--- src/rtl/tick_timer_pkg.sv ---
// Shared definitions for the tick countdown timer.
//   state_t   : timer FSM states (IDLE, RUN, PAUSED, DONE)
//   RATE_*    : rate_sel_i encodings for the tick source mux
package tick_timer_pkg;

  typedef enum logic [1:0] {
    IDLE   = 2'b00,
    RUN    = 2'b01,
    PAUSED = 2'b10,
    DONE   = 2'b11
  } state_t;

  localparam logic [1:0] RATE_1HZ  = 2'b00;
  localparam logic [1:0] RATE_5HZ  = 2'b01;
  localparam logic [1:0] RATE_10HZ = 2'b10;
  localparam logic [1:0] RATE_FAST = 2'b11;

endpackage

--- src/rtl/level_edge_tick.sv ---
// Converts a divided-clock level into a single-cycle tick in the clock_i
// domain. The tick is high for one cycle when the sampled level is 1 and the
// previous sample was 0. Runs continuously, independent of any timer state.
//
// Optional build macro TICK_SYNC_EN: when defined, the level first passes a
// 2-flop synchronizer (adds 2 cycles of latency, safe for asynchronous
// sources). When undefined, the level must already be registered in the
// clock_i domain and only one history flop is used.
//
// Ports:
//   clock_i  in  system clock
//   reset_i  in  synchronous active-high reset, clears all history
//   level_i  in  divided level
//   tick_o   out one-cycle pulse per rising edge of level_i
module level_edge_tick (
  input  logic clock_i,
  input  logic reset_i,
  input  logic level_i,
  output logic tick_o
);

`ifdef TICK_SYNC_EN
  logic sync_p0;
  logic sync_p1;
  logic hist_p2;

  // synchronizer stages, then one flop of edge history
  always_ff @(posedge clock_i) begin
    if (reset_i) begin
      sync_p0 <= 1'b0;
      sync_p1 <= 1'b0;
      hist_p2 <= 1'b0;
    end else begin
      sync_p0 <= level_i;
      sync_p1 <= sync_p0;
      hist_p2 <= sync_p1;
    end
  end

  assign tick_o = sync_p1 & ~hist_p2;
`else
  logic hist_p0;

  // one flop of edge history on the already-registered level
  always_ff @(posedge clock_i) begin
    if (reset_i) begin
      hist_p0 <= 1'b0;
    end else begin
      hist_p0 <= level_i;
    end
  end

  assign tick_o = level_i & ~hist_p0;
`endif

endmodule

--- src/rtl/tick_countdown_timer.sv ---
// Loadable countdown timer driven by tick enables derived from the divider's
// 1 Hz / 5 Hz / 10 Hz levels (or every cycle in test rate). Replaces any use
// of divided clocks as flop clocks.
//
// Optional build macro TICK_SYNC_EN: synchronize each divided level with two
// flops before edge detection (see level_edge_tick).
//
// Ports:
//   clock_i       in  system clock, all logic on posedge
//   reset_i       in  synchronous active-high reset
//   clock_1Hz_i   in  1 Hz level
//   clock_5Hz_i   in  5 Hz level
//   clock_10Hz_i  in  10 Hz level
//   rate_sel_i    in  tick source (RATE_1HZ/5HZ/10HZ/FAST)
//   load_i        in  load load_value_i, go to IDLE
//   load_value_i  in  value to load
//   start_i       in  start / resume
//   pause_i       in  pause (only in RUN)
//   count_o       out current count
//   running_o     out high in RUN
//   done_o        out high in DONE
//   expired_o     out one-cycle pulse on entry to DONE
//   tick_o        out selected tick, free-running
module tick_countdown_timer
  import tick_timer_pkg::*;
#(
  parameter int WIDTH = 8
) (
  input  logic             clock_i,
  input  logic             reset_i,
  input  logic             clock_1Hz_i,
  input  logic             clock_5Hz_i,
  input  logic             clock_10Hz_i,
  input  logic [1:0]       rate_sel_i,
  input  logic             load_i,
  input  logic [WIDTH-1:0] load_value_i,
  input  logic             start_i,
  input  logic             pause_i,
  output logic [WIDTH-1:0] count_o,
  output logic             running_o,
  output logic             done_o,
  output logic             expired_o,
  output logic             tick_o
);

  logic   tick_1hz;
  logic   tick_5hz;
  logic   tick_10hz;
  logic   sel_tick;
  state_t state;

  level_edge_tick u_edge_1hz (
    .clock_i (clock_i),
    .reset_i (reset_i),
    .level_i (clock_1Hz_i),
    .tick_o  (tick_1hz)
  );

  level_edge_tick u_edge_5hz (
    .clock_i (clock_i),
    .reset_i (reset_i),
    .level_i (clock_5Hz_i),
    .tick_o  (tick_5hz)
  );

  level_edge_tick u_edge_10hz (
    .clock_i (clock_i),
    .reset_i (reset_i),
    .level_i (clock_10Hz_i),
    .tick_o  (tick_10hz)
  );

  // The mux only selects among detectors that run all the time, so switching
  // rate cannot fabricate an edge; the new source ticks on its own next edge.
  always_comb begin
    sel_tick = 1'b0;
    case (rate_sel_i)
      RATE_1HZ:  sel_tick = tick_1hz;
      RATE_5HZ:  sel_tick = tick_5hz;
      RATE_10HZ: sel_tick = tick_10hz;
      RATE_FAST: sel_tick = 1'b1;
      default:   sel_tick = 1'b0;
    endcase
  end

  // tick_o must lead the count update by one cycle, so it is the live mux
  // output; it is forced low while reset is asserted.
  assign tick_o = sel_tick & ~reset_i;

  // FSM and counter; every status output is a flop updated with the state
  always_ff @(posedge clock_i) begin
    if (reset_i) begin
      state     <= IDLE;
      count_o   <= '0;
      running_o <= 1'b0;
      done_o    <= 1'b0;
      expired_o <= 1'b0;
    end else begin
      expired_o <= 1'b0;
      if (load_i) begin
        state     <= IDLE;
        count_o   <= load_value_i;
        running_o <= 1'b0;
        done_o    <= 1'b0;
      end else begin
        case (state)
          IDLE, PAUSED: begin
            if (start_i) begin
              if (count_o != '0) begin
                state     <= RUN;
                running_o <= 1'b1;
              end else begin
                state     <= DONE;
                done_o    <= 1'b1;
                expired_o <= 1'b1;
              end
            end
          end
          RUN: begin
            if (pause_i) begin
              // a coincident tick is dropped
              state     <= PAUSED;
              running_o <= 1'b0;
            end else if (sel_tick && count_o != '0) begin
              count_o <= count_o - WIDTH'(1);
              if (count_o == WIDTH'(1)) begin
                state     <= DONE;
                running_o <= 1'b0;
                done_o    <= 1'b1;
                expired_o <= 1'b1;
              end
            end
          end
          DONE: begin
            // only load or reset leave DONE
          end
          default: begin
            state     <= IDLE;
            running_o <= 1'b0;
            done_o    <= 1'b0;
          end
        endcase
      end
    end
  end

endmodule

--- config.mk ---
export PLATFORM = sky130hd
export DESIGN_NAME = tick_countdown_timer
export DESIGN_NICKNAME = d
export VERILOG_FILES = /design/src/rtl/tick_timer_pkg.sv /design/src/rtl/level_edge_tick.sv /design/src/rtl/tick_countdown_timer.sv
export SDC_FILE = /design/constraint.sdc
export NUM_CORES = 1
export LEC_CHECK = 0
export ABC_AREA = 1
export ABC_CLOCK_PERIOD_IN_PS = 1640
export CAP_MARGIN = 20
export CORE_MARGIN = 3
export CORE_UTILIZATION = 43
export DETAILED_ROUTE_END_ITERATION = 6
export GPL_TIMING_DRIVEN = 1
export PLACE_DENSITY_LB_ADDON = 0.05
export SYNTH_ARGS = -nofsm -noshare
export SYNTH_HDL_FRONTEND = slang
export SYNTH_SLANG_ARGS = --single-unit
--- constraint.sdc ---
create_clock -name clock_i -period 1.64 [get_ports clock_i]
set_input_delay 0.492 -clock clock_i [delete_from_list [all_inputs] [get_ports clock_i]]
set_output_delay 0.492 -clock clock_i [all_outputs]
set_load 0.01 [all_outputs]
Word-level counts from Yosys, hierarchy flattened --
Index checks and enable logic that the tools add are counted.
Storage, ports and cells: register bits 16, input bits 18, output and inout port bits 12, logic and storage cells 74
Cells by class: add/sub/neg operators 1, equality and inequality tests 15, multiplexer cells 29, bitwise logic cells 8, reduce and logical (&&, ||, !) cells 13
Operator list (count):
- $mux W8 | 4
- $mux W1 | 15
- $ne A2 B2 Y1 const B | 7
- $mux W2 | 5
- $eq A8 B1 Y1 const B | 1
- $reduce_bool A8 Y1 | 1
- $sub A8 B1 Y8 const B | 1
- $eq A2 B2 Y1 const B | 3
- $ne A3 B3 Y1 const B | 2
- $pmux W1 S2 | 3
- $reduce_and A6 Y1 | 1
- $reduce_bool A2 Y1 | 3
- $reduce_and A5 Y1 | 1
- $and A1 B1 Y1 | 4
- $eq A2 B1 Y1 const B | 2
- $logic_not A2 Y1 | 2
- $not A1 Y1 | 4
- $pmux W1 S4 | 1
- $pmux W2 S2 | 1
- $reduce_and A4 Y1 | 1
- $reduce_or A2 Y1 | 2
- $reduce_and A3 Y1 | 1
- $logic_and A1 B1 Y1 | 1

Longest topological paths before layout --
word-level depth 8, gate-level depth with buffers 10, gate-level depth less buffers 10

Modules after synthesis --
A second synthesis with hierarchy kept.
Unflattened totals: cell total of the unflattened synthesis 161, area total of the unflattened synthesis 1049.8 µm²
By module, submodules not included:
- tick_countdown_timer | instances 1, cells an instance 149, area each 955.9 µm², sequential area each 260.2 µm²
- level_edge_tick | instances 3, cells an instance 4, area each 31.3 µm², sequential area each 20.0 µm²

Worst setup path before layout --
No wires, ideal clock.
path type input to output, start point in clock_1Hz_i, end point out tick_o, arrival 0.917 ns, data required time 1.148 ns, slack 0.231 ns, cell stages on the path 4, buffers on the path 0, cells stage by stage inv_1 > nor2_1 > nand2_1 > a31oi_1
On the way: longest elaborated chain between the ends 3
RTL lines:
- start: declaration | RTL line tick_countdown_timer.sv:31 | input logic clock_1Hz_i,
- $and A1 B1 Y1 | RTL line level_edge_tick.sv:53 | assign tick_o = level_i & ~hist_p0;
- $pmux W1 S4 | RTL line tick_countdown_timer.sv:77 | case (rate_sel_i)
- $and A1 B1 Y1 | RTL line tick_countdown_timer.sv:88 | assign tick_o = sel_tick & ~reset_i;
- end: declaration | RTL line tick_countdown_timer.sv:43 | output logic tick_o
Every way passes these cells.

Worst setup path in the final report --
start point in rate_sel_i[0], end point out tick_o
On the way: longest elaborated chain between the ends 3, elaborated cells on any way between the ends 6, those cells by class 3 x eq/ne; 1 x mux; 1 x bitwise; 1 x reduce/logical
RTL lines:
- start: declaration | RTL line tick_countdown_timer.sv:34 | input logic [1:0] rate_sel_i,
- $eq A2 B2 Y1, or another cell as far along | RTL line tick_countdown_timer.sv:77
- $pmux W1 S4 * | RTL line tick_countdown_timer.sv:77
- $and A1 B1 Y1 * | RTL line tick_countdown_timer.sv:88
Every way passes the cells marked *; elsewhere a longest branch is shown, timed or not.

==> impl_metrics.csv <==
group,metric,value,unit
global_route,met3_usage,4.43,%
floorplanning,die-area,2890,µm²
finish,nets,221,
sta,worst_pin_slew,257,ps
clocking,cts_tree,"done",
clocking,clk_pin_slew,100,ps
setup_path,startpoint_type,"input pin",
setup_path,worst_setup_path_end_kind,"primary output",
pwr,p_int,0.000723,W
floorplanning,boundaryPins,30,
placed_design,io_buffers,29,
synth,ys_ff_latch,16,
synth,syn-num-nets,165,
sta,setup_viol,0,
global_route,track_usage,21.2,%
setup_path,crit_end,"tick_o",
sta,relSlewSlack,82.8,%
setup_path,cp.arrival,1140,ps
sta,finalClockSkew,2.10,ps
floorplanning,core,2060,µm²
setup_path,cp_max_fo,2,
finish,final_common_cell,"nand2_1",
route,wl_per_cell,12.4,µm
clocking,clock_latency,290,ps
placed_design,dp_hpwl,1.81,mm
finish,diodes,0,
floorplanning,die_x,53.8,µm
finish,final_cell_mix,"nand2_1, buf_4, nor2_1, dlygate4sd2_1",
clocking,root_buffer,"clkbuf_4",
sta,setup_ws,11.6,ps
pwr,switching_share,32.5,%
global_route,grt_pass1_vias,1088,
global_route,antenna_found_initial,0,
synth,yosys_warnings,0,
setup_path,r2r-end,"count_o[3]",
floorplanning,die_h,53.8,µm
route,drt_iter0_markers,21,
pwr,combPwrFrac,33.9,%
route,drc,0,
pwr,power_switching,0.000348,W
setup_path,regToRegStartpoint,"u_edge_10hz.hist_p0",
sta,final-max-slew-violation-count,0,
clocking,clock_sinks,16,
route,antenna_left,0,
global_route,grt_max_degree,13,
synth,synth.avg_cell_area,6.81,µm²
global_route,use_met2,36.5,%
global_route,use_met1,24.2,%
finish,areaGrowthSynthToFinish,53.3,%
pwr,sequentialPowerShare,40.7,%
pwr,power_density,712,nW/µm²
setup_path,crit_start,"rate_sel_i[0]",
synth,netlist_area,981,µm²
floorplanning,rows,16,
route,viasPerCell,4.97,
sta,finalCritPeriodShare,99.3,%
clocking,cts_hold_buf,0,
clocking,cts_max_path_buffers,2,
sta,hold_viol_final,0,
job,cap_viol_max_count,0,
finish,drive_gt1_share,32.2,%
floorplanning,start_util,47.6,%
global_route,busiest_layer,"met2",
min_path,hold_path.class,"in -> reg",
route,totalWireLength,2.79,mm
synth,synth_enable_flop_cells,0,
synth,synth_ff_type,"dfxtp_1",
min_path,hold_path.startpoint,"clock_5Hz_i",
placed_design,pre_cts_slack,-757,ps
finish,fillers,159,
run_status,status,"finished, final reports clean",
global_route,grt_pass1_wl,4.43,mm
setup_path,reg2regPathDepth,10,
pwr,total_leakage_power,0.763,nW
min_path,hold_depth,3,
clocking,cts_buffers,3,
synth,async_flop_share,0,%
global_route,grt_overflow,0,
clocking,htree_levels,1,
synth,netlist_instances,144,
sta,fmax,614,MHz
synth,synth.distinct_cells,26,
setup_path,critPathKind,"in -> out",
pwr,ir_worst_vdd,0.000530,V
pwr,power,0.00107,W
pwr,clkPwrFrac,25.4,%
sta,min_period,1630,ps
route,drtPass1Iterations,4,
placed_design,gp_congestion,0.843,
sta,rsz0062_at_grt,"yes",
setup_path,r2r_setup_slack,110,ps
synth,ys_seq_area_share,32.7,%
route,vias,1123,
setup_path,worstPathRequired,1150,ps
[critical path, stage by stage]
cell,delay (ps)
clkbuf_2,110
nor2_1,130
nand2_1,90
a31oi_1,160
buf_2,150
[synth_stat cells, types with 3 or more instances]
cell type	count	share of area [%]
a21oi_1	8	4.1
a21oi_2	5	4.5
dfxtp_1	16	33
ha_1	3	3.8
inv_1	13	5.0
nand2_1	47	18
nand3_1	7	3.6
nand3_2	3	3.1
nor2_1	14	5.4
o21ai_0	7	3.6
[metrics by stage]
step	util, %	area, µm²	instances	setup TNS [ps]	hold slack (ps)
after CTS	72.4	1490	226	0	478
after detailed placement	66.9	1380	209	-5470	463
after global routing	72.9	1500	226	-40.6	393
after floorplan	-	981	144	0	449
after global placement	66.9	1380	209	-4760	457
final	72.9	1500	226	0	408
[cells by family (layout without fill, tap and decap cells)]
family / after synthesis / in the layout / synth area share [%]
AOI/OAI and AO/OA: 22 / 22 / 13.4
xor gates and xnor gates: 3 / 3 / 2.68
adders and majority gates: 3 / 3 / 3.83
buffers and inverters: 18 / 72 / 7.14
DFF: 16 / 16 / 32.7
and+or+nand+nor: 82 / 83 / 40.3
[per-layer routing]
metal	routed length [µm]	share of wire [%]
met1	1160	42
met2	1370	49
met3	171	6.1
met4	84	3.0
met5	0	0
[power by group through the flow]
stage               combinational, W  clock (W)  sequential, W
finish                      0.000363   0.000272       0.000436
global route                0.000403   0.000294       0.000440
CTS                         0.000356   0.000278       0.000435
detailed placement          0.000347          0       0.000443
global placement            0.000340          0       0.000442
floorplan                   0.000189          0       0.000455
[worst min-delay path by stage]
stage / endpoint / slack (ps)
after detailed placement: running_o / 460
after floorplan: state[0] / 450
after global routing: u_edge_5hz.hist_p0 / 390
after global placement: running_o / 460
final: u_edge_5hz.hist_p0 / 410
after CTS: running_o / 480
[cell type report]
type | instances | area (µm²) | share of cell area [%]
well taps | 27 | 33.8 | 2.25
clock buffers | 4 | 36.3 | 2.41
flip-flops and latches | 16 | 327 | 21.7
inverters | 16 | 62.6 | 4.16
repair buffers | 52 | 425 | 28.3
multi-input cells | 111 | 619 | 41.2
[registers in the layout, indices dropped and copies added (netlist names)]
register / cells
done_o: 1
u_edge_1hz.hist_p0: 1
state: 2
running_o: 1
u_edge_5hz.hist_p0: 1
count_o: 8
u_edge_10hz.hist_p0: 1
expired_o: 1
[timing repair]
action	in CTS	in global routing
pin swaps	8	7
gates resized for setup	33	11
hold endpoints to repair	0	0
cloned	1	0
endpoints found under the setup margin	23	5
buffers inserted	12	0
Note: power is estimated with default switching activity, not from simulation.
